$ cat src/rtl/vga_pattern_gen.sv
// Test-pattern generator sitting behind an upstream video timing generator.
// Syncs are re-timed by two stages so they stay aligned with the generated pixel.
module vga_pattern_gen #(
    parameter int H_ACTIVE   = 1280,
    parameter int V_ACTIVE   = 720,
    parameter int V_POLARITY = 1
) (
    input  logic        clk,
    input  logic        rstn,
    input  logic        hsync_i,
    input  logic        vsync_i,
    input  logic        de_i,
    input  logic [1:0]  mode_i,
    output logic        hsync_o,
    output logic        vsync_o,
    output logic        de_o,
    output logic [23:0] rgb_o
);

    localparam logic        VPOL   = 1'(V_POLARITY != 0);
    localparam int          BAR_W  = H_ACTIVE / 8;
    localparam logic [10:0] X_LAST = 11'(H_ACTIVE - 1);
    localparam logic [10:0] Y_LAST = 11'(V_ACTIVE - 1);
    localparam logic [10:0] BX_LIM = 11'(H_ACTIVE - 64);
    localparam logic [10:0] BY_LIM = 11'(V_ACTIVE - 64);

    typedef enum logic [1:0] {M_BARS, M_CHECK, M_GRAD, M_BOX} mode_e;

    // Raster state
    logic        vs_prev_q, de_prev_q;
    logic [10:0] x_q, x_d;
    logic [10:0] y_q, y_d;
    mode_e       mode_q, mode_d;

    // Bouncing box state; *_dn_q = 1 means moving towards 0
    logic [10:0] box_x_q, box_x_d;
    logic [10:0] box_y_q, box_y_d;
    logic        box_x_dn_q, box_x_dn_d;
    logic        box_y_dn_q, box_y_dn_d;

    // Pipeline stage 1 and output stage
    logic        hs1_q, vs1_q, de1_q;
    logic [23:0] rgb1_q, rgb1_d;
    logic        hs2_q, vs2_q, de2_q;
    logic [23:0] rgb2_q;

    logic        frame_start;
    logic [2:0]  bar;
    logic        in_box;
    logic [23:0] pix;

    // Reaching a bound clamps there and flips direction, so the next frame steps away.
    function automatic logic [11:0] box_step(input logic [10:0] pos, input logic dn,
                                             input logic [10:0] stp, input logic [10:0] lim);
        logic [11:0] r;
        if (!dn) begin
            if (({1'b0, pos} + {1'b0, stp}) >= {1'b0, lim}) r = {1'b1, lim};
            else                                               r = {1'b0, pos + stp};
        end else begin
            if (pos <= stp) r = {1'b0, 11'd0};
            else            r = {1'b1, pos - stp};
        end
        return r;
    endfunction

    assign frame_start = (vsync_i == VPOL) && (vs_prev_q != VPOL);

    always_comb begin
        x_d = '0;
        if (de_i) x_d = (x_q == X_LAST) ? x_q : x_q + 11'd1;

        y_d = y_q;
        if (frame_start)
            y_d = '0;
        else if (de_prev_q && !de_i && (y_q != Y_LAST))
            y_d = y_q + 11'd1;

        mode_d = frame_start ? mode_e'(mode_i) : mode_q;

        {box_x_dn_d, box_x_d} = {box_x_dn_q, box_x_q};
        {box_y_dn_d, box_y_d} = {box_y_dn_q, box_y_q};
        if (frame_start) begin
            {box_x_dn_d, box_x_d} = box_step(box_x_q, box_x_dn_q, 11'd4, BX_LIM);
            {box_y_dn_d, box_y_d} = box_step(box_y_q, box_y_dn_q, 11'd2, BY_LIM);
        end
    end

    // Bar index from constant boundary compares instead of a divide
    always_comb begin
        bar = '0;
        for (int k = 1; k < 8; k++)
            if (x_q >= 11'(k * BAR_W)) bar = 3'(k);
    end

    assign in_box = (x_q >= box_x_q) && ({1'b0, x_q} < ({1'b0, box_x_q} + 12'd64)) &&
                    (y_q >= box_y_q) && ({1'b0, y_q} < ({1'b0, box_y_q} + 12'd64));

    always_comb begin
        pix = 24'h000000;
        case (mode_q)
            M_BARS: begin
                case (bar)
                    3'd0:    pix = 24'hFFFFFF;
                    3'd1:    pix = 24'hFFFF00;
                    3'd2:    pix = 24'h00FFFF;
                    3'd3:    pix = 24'h00FF00;
                    3'd4:    pix = 24'hFF00FF;
                    3'd5:    pix = 24'hFF0000;
                    3'd6:    pix = 24'h0000FF;
                    default: pix = 24'h000000;
                endcase
            end
            M_CHECK: pix = (x_q[5] ^ y_q[5]) ? 24'hFFFFFF : 24'h000000;
            M_GRAD:  pix = {3{x_q[7:0]}};
            default: pix = in_box ? 24'hFFFFFF : 24'h0000FF;
        endcase
        rgb1_d = de_i ? pix : 24'h000000;
    end

    always_ff @(posedge clk) begin
        if (!rstn) begin
            vs_prev_q  <= VPOL;
            de_prev_q  <= 1'b0;
            x_q        <= '0;
            y_q        <= '0;
            mode_q     <= M_BARS;
            box_x_q    <= '0;
            box_y_q    <= '0;
            box_x_dn_q <= 1'b0;
            box_y_dn_q <= 1'b0;
            hs1_q      <= 1'b0;
            vs1_q      <= 1'b0;
            de1_q      <= 1'b0;
            rgb1_q     <= '0;
            hs2_q      <= 1'b0;
            vs2_q      <= 1'b0;
            de2_q      <= 1'b0;
            rgb2_q     <= '0;
        end else begin
            vs_prev_q  <= vsync_i;
            de_prev_q  <= de_i;
            x_q        <= x_d;
            y_q        <= y_d;
            mode_q     <= mode_d;
            box_x_q    <= box_x_d;
            box_y_q    <= box_y_d;
            box_x_dn_q <= box_x_dn_d;
            box_y_dn_q <= box_y_dn_d;
            hs1_q      <= hsync_i;
            vs1_q      <= vsync_i;
            de1_q      <= de_i;
            rgb1_q     <= rgb1_d;
            hs2_q      <= hs1_q;
            vs2_q      <= vs1_q;
            de2_q      <= de1_q;
            rgb2_q     <= rgb1_q;
        end
    end

    assign hsync_o = hs2_q;
    assign vsync_o = vs2_q;
    assign de_o    = de2_q;
    assign rgb_o   = rgb2_q;

endmodule

$ cat config.mk
export PLATFORM = sky130hd
export DESIGN_NAME = vga_pattern_gen
export DESIGN_NICKNAME = d
export VERILOG_FILES = /design/src/rtl/vga_pattern_gen.sv
export SDC_FILE = /design/constraint.sdc
export NUM_CORES = 1
export LEC_CHECK = 0
export CORE_UTILIZATION = 30
export CTS_BUF_LIST = sky130_fd_sc_hd__clkbuf_16
export CTS_CLUSTER_DIAMETER = 40
export DETAILED_ROUTE_END_ITERATION = 10
export PLACE_DENSITY = 0.44
export SLEW_MARGIN = 20
export SYNTH_ARGS = -nofsm -noshare
export SYNTH_HDL_FRONTEND = slang
export SYNTH_SLANG_ARGS = --single-unit
$ cat constraint.sdc
create_clock -name clk -period 7.2 [get_ports clk]
set_input_delay 1.08 -clock clk [delete_from_list [all_inputs] [get_ports clk]]
set_output_delay 1.08 -clock clk [all_outputs]
set_load 0.01 [all_outputs]
==> flow_summary.json <==
{
  "rows": 48,
  "via_count": 4532,
  "die-area_um2": 18500,
  "critPathKind": "in2reg",
  "cpMostUsedCell": "a211o_1",
  "seq_area_frac_synth_pct": 37.2,
  "setup-violations-final": 0,
  "postSynthAreaPerCell_um2": 8.42,
  "synth_edf_count": 0,
  "numPortBuffers": 33,
  "place.gp.congestion": 0.780,
  "seqPwrFrac_pct": 50.4,
  "grt_max_degree": 45,
  "crit_arrival_ns": 3.46,
  "fill_cells": 1805,
  "fin_cells": 884,
  "cts_buffers": 9,
  "clk_latency_ns": 0.36,
  "hpwlAfterDp_um": 9790,
  "syn_inst": 640,
  "antenna_cells": 0,
  "p_int_mw": 0.859,
  "fin_crit_ns": 3.17,
  "post-cts-setup-buffers": 0,
  "clock.fmax_ghz": 0.315,
  "cp_cell_sequence": "clkdlybuf4s50_1, buf_4, nand2_2, a211o_1, a211o_1, a311o_2, o21ai_0",
  "cp_max_fo": 44,
  "grt-ovfl-total": 0,
  "yosys-top-cells-area": "dfxtp_1, ha_1, nor2_1",
  "wl_per_cell_um": 15.1,
  "antenna_found_initial": 0,
  "final_layout_size_suffix_gt1_share_pct": 5.31,
  "period_share_pct": 44.1,
  "p_sw_share_pct": 26.0,
  "worst-endpoint-required_ns": 7.48,
  "cts_tree": "yes",
  "fin_tns_setup_ns": 0,
  "ios": 34,
  "drv_cap": 0,
  "hold_path.class": "reg2reg",
  "drv_slew": 0,
  "hold_slack_ns": 0.433,
  "yosysWarnings": 0,
  "areaGrowthSynthToFinish_pct": 14.0,
  "die_h_um": 136,
  "ys_ff_latch": 100,
  "cp-start-kind": "primary input",
  "async_reset_ff_share_pct": 0,
  "rsz0062_at_grt": "false",
  "drt_wl_total_um": 13300,
  "grt_pass1_vias": 4138,
  "cts_hold_buf": 0,
  "clock_skew_ns": 0.00804,
  "p_sw_mw": 0.302,
  "track_usage_pct": 15.1,
  "htree_num_levels": 3,
  "synthesis.area_um2": 5390,
  "syn_nets": 689,
  "drc": 0,
  "cts_sinks": 100,
  "ant_nets": 0,
  "grt_pass1_wl_um": 21600,
  "drtPass1Iterations": 4,
  "start_util_pct": 30.9,
  "cp_slowest_cell": "a311o_2",
  "dp.cells": 868,
  "leakagePower_nw": 2.35,
  "vias_per_cell": 5.13,
  "fp.dieW_um": 136,
  "synth.top_cell.area_share_pct": 37.2,
  "synth_top_cell_by_area": "dfxtp_1",
  "pwr-share-comb_pct": 9.0,
  "maxSlewHeadroom_pct": 37.2,
  "clkTransAtPathRegs_ns": 0.07,
  "root_buffer": "clkbuf_16",
  "core_area_um2": 17400,
  "endpoint_kind": "flip-flop",
  "max_stage_delay_ns": 0.49,
  "place_area_um2": 5860,
  "hold_viol": 0,
  "fin_nets": 703,
  "synth_cell_types": 66,
  "clockPowerShare_pct": 40.7,
  "p_per_area_nw_per_um2": 189,
  "drtIter0Drc": 253,
  "postLayoutCellArea_um2": 6140,
  "ctsResizeCount": 0,
  "worst_slew_pin_slew_ns": 0.940,
  "status": "completed",
  "synth-main-ff-cell": "dfxtp_1",
  "ir_drop_uv": 104,
  "cts_buffer_depth": 2
}
-- power groups by stage --
| stage | Combinational, mW | Sequential, mW | Clock (mW) |
|---|---|---|---|
| after floorplan | 0.0681 | 0.597 | 0 |
| after global placement | 0.105 | 0.598 | 0 |
| after detailed placement | 0.105 | 0.598 | 0 |
| after CTS | 0.106 | 0.585 | 0.489 |
| after global routing | 0.118 | 0.587 | 0.512 |
| final | 0.104 | 0.585 | 0.472 |
-- area by class of cell --
class,instances,area (um2),share of cell area (%)
Tap cell,225,282,4.58
Inverter,31,116,1.89
Sequential cell,100,2000,32.6
Timing Repair Buffer,36,353,5.75
Clock inverter,7,60.1,0.978
Multi-Input combinational cell,476,3100,50.5
Clock buffer,9,225,3.67
-- path summary, 6_finish.rpt --
path | from | end | slack, ns | cells after the start
min | rgb1_q[4]$_SDFF_PN0_ | rgb_o[4]$_SDFF_PN0_ | 0.43 | 1
max reg2reg | box_y_q[6]$_SDFFE_PN0P_ | rgb1_q[14]$_SDFF_PN0_ | 4.42 | 9
min reg2reg | rgb1_q[4]$_SDFF_PN0_ | rgb_o[4]$_SDFF_PN0_ | 0.43 | 1
max | rstn | rgb1_q[14]$_SDFF_PN0_ | 4.03 | 7
-- sequential cells by signal (all words and copies together), names as in the netlist --
signal	flops
box_x_dn_q	1
box_x_q	9
box_y_dn_q	1
box_y_q	10
de1_q	1
de_o	1
hs1_q	1
hsync_o	1
mode_q	2
rgb1_q	24
rgb_o	24
vs1_q	1
vs_prev_q	1
vsync_o	1
x_q	11
y_q	11
-- logic make-up (layout without fill, tap and decap cells) --
| logic type | Yosys count | after routing | share of synthesized area (%) |
|---|---|---|---|
| AO/OA/AOI/OAI | 145 | 145 | 17.4 |
| XOR/XNOR | 37 | 37 | 6.01 |
| adder cells (fa/ha/maj) | 43 | 43 | 9.94 |
| buffers and inverters | 64 | 83 | 5.25 |
| flip-flops | 100 | 100 | 37.2 |
| multiplexers | 5 | 5 | 0.975 |
| AND/OR/NAND/NOR | 246 | 246 | 23.2 |
-- metrics by stage --
stage	setup slack [ns]	util (%)	total power, mW
after floorplan	4.81	-	0.665
after global placement	3.66	33.6	0.702
after detailed placement	3.63	33.6	0.703
after CTS	3.98	35.3	1.18
after global routing	3.82	35.3	1.22
final	4.03	35.3	1.16
-- per-layer routing --
layer	up-vias	GRT usage, %	wire [um]
met2	95	23.7	6010
met5	-	0	0
li1	2288	-	-
met3	19	2.80	527
met4	0	5.19	192
met1	2130	20.4	6580
-- worst max-delay path, delay by kind of cell --
family | cells | cell delay [ns]
buffers and inverters | 2 | 0.81
AND/OR/NAND/NOR | 1 | 0.38
AO/OA/AOI/OAI | 4 | 1.16
-- cells in the mapped netlist, drive strengths merged, types with 5 or more instances --
cell and instances:
a211oi 6, a21o 6, a21oi 48, a221oi 6
a31oi 12, and2 37, and3 10, and4 7
buf 11, clkbuf 22, dfxtp 100, ha 42
inv 31, nand2 48, nand3 18, nand4 12
nor2 70, nor2b 8, nor3 13, nor4 5
o21ai 26, or3 6, xnor2 26, xor2 11
-- placed cells by master (no fill, tap or decap), types with 4 or more instances in the layout --
| cell | n |
|---|---|
| o21ai_0 | 25 |
| nand3_1 | 18 |
| clkbuf_16 | 9 |
| a21oi_1 | 48 |
| nor2_1 | 70 |
| nor3_1 | 12 |
| nor2b_1 | 8 |
| o32ai_1 | 4 |
| nand2_1 | 46 |
| inv_1 | 31 |
| clkdlybuf4s50_1 | 33 |
| o211ai_1 | 4 |
| and4_1 | 5 |
| ha_1 | 42 |
| a221oi_1 | 6 |
| a21o_1 | 5 |
| or3_1 | 6 |
| and2_1 | 35 |
| and3_1 | 10 |
| nor4_1 | 5 |
| o21a_1 | 4 |
| nand4_1 | 12 |
| dfxtp_1 | 100 |
| xnor2_1 | 26 |
| nand2b_1 | 4 |
| a211oi_1 | 6 |
| nor3b_1 | 4 |
| xor2_1 | 11 |
| a31oi_1 | 12 |
No activity file was read; power rests on OpenSTA's default activity.
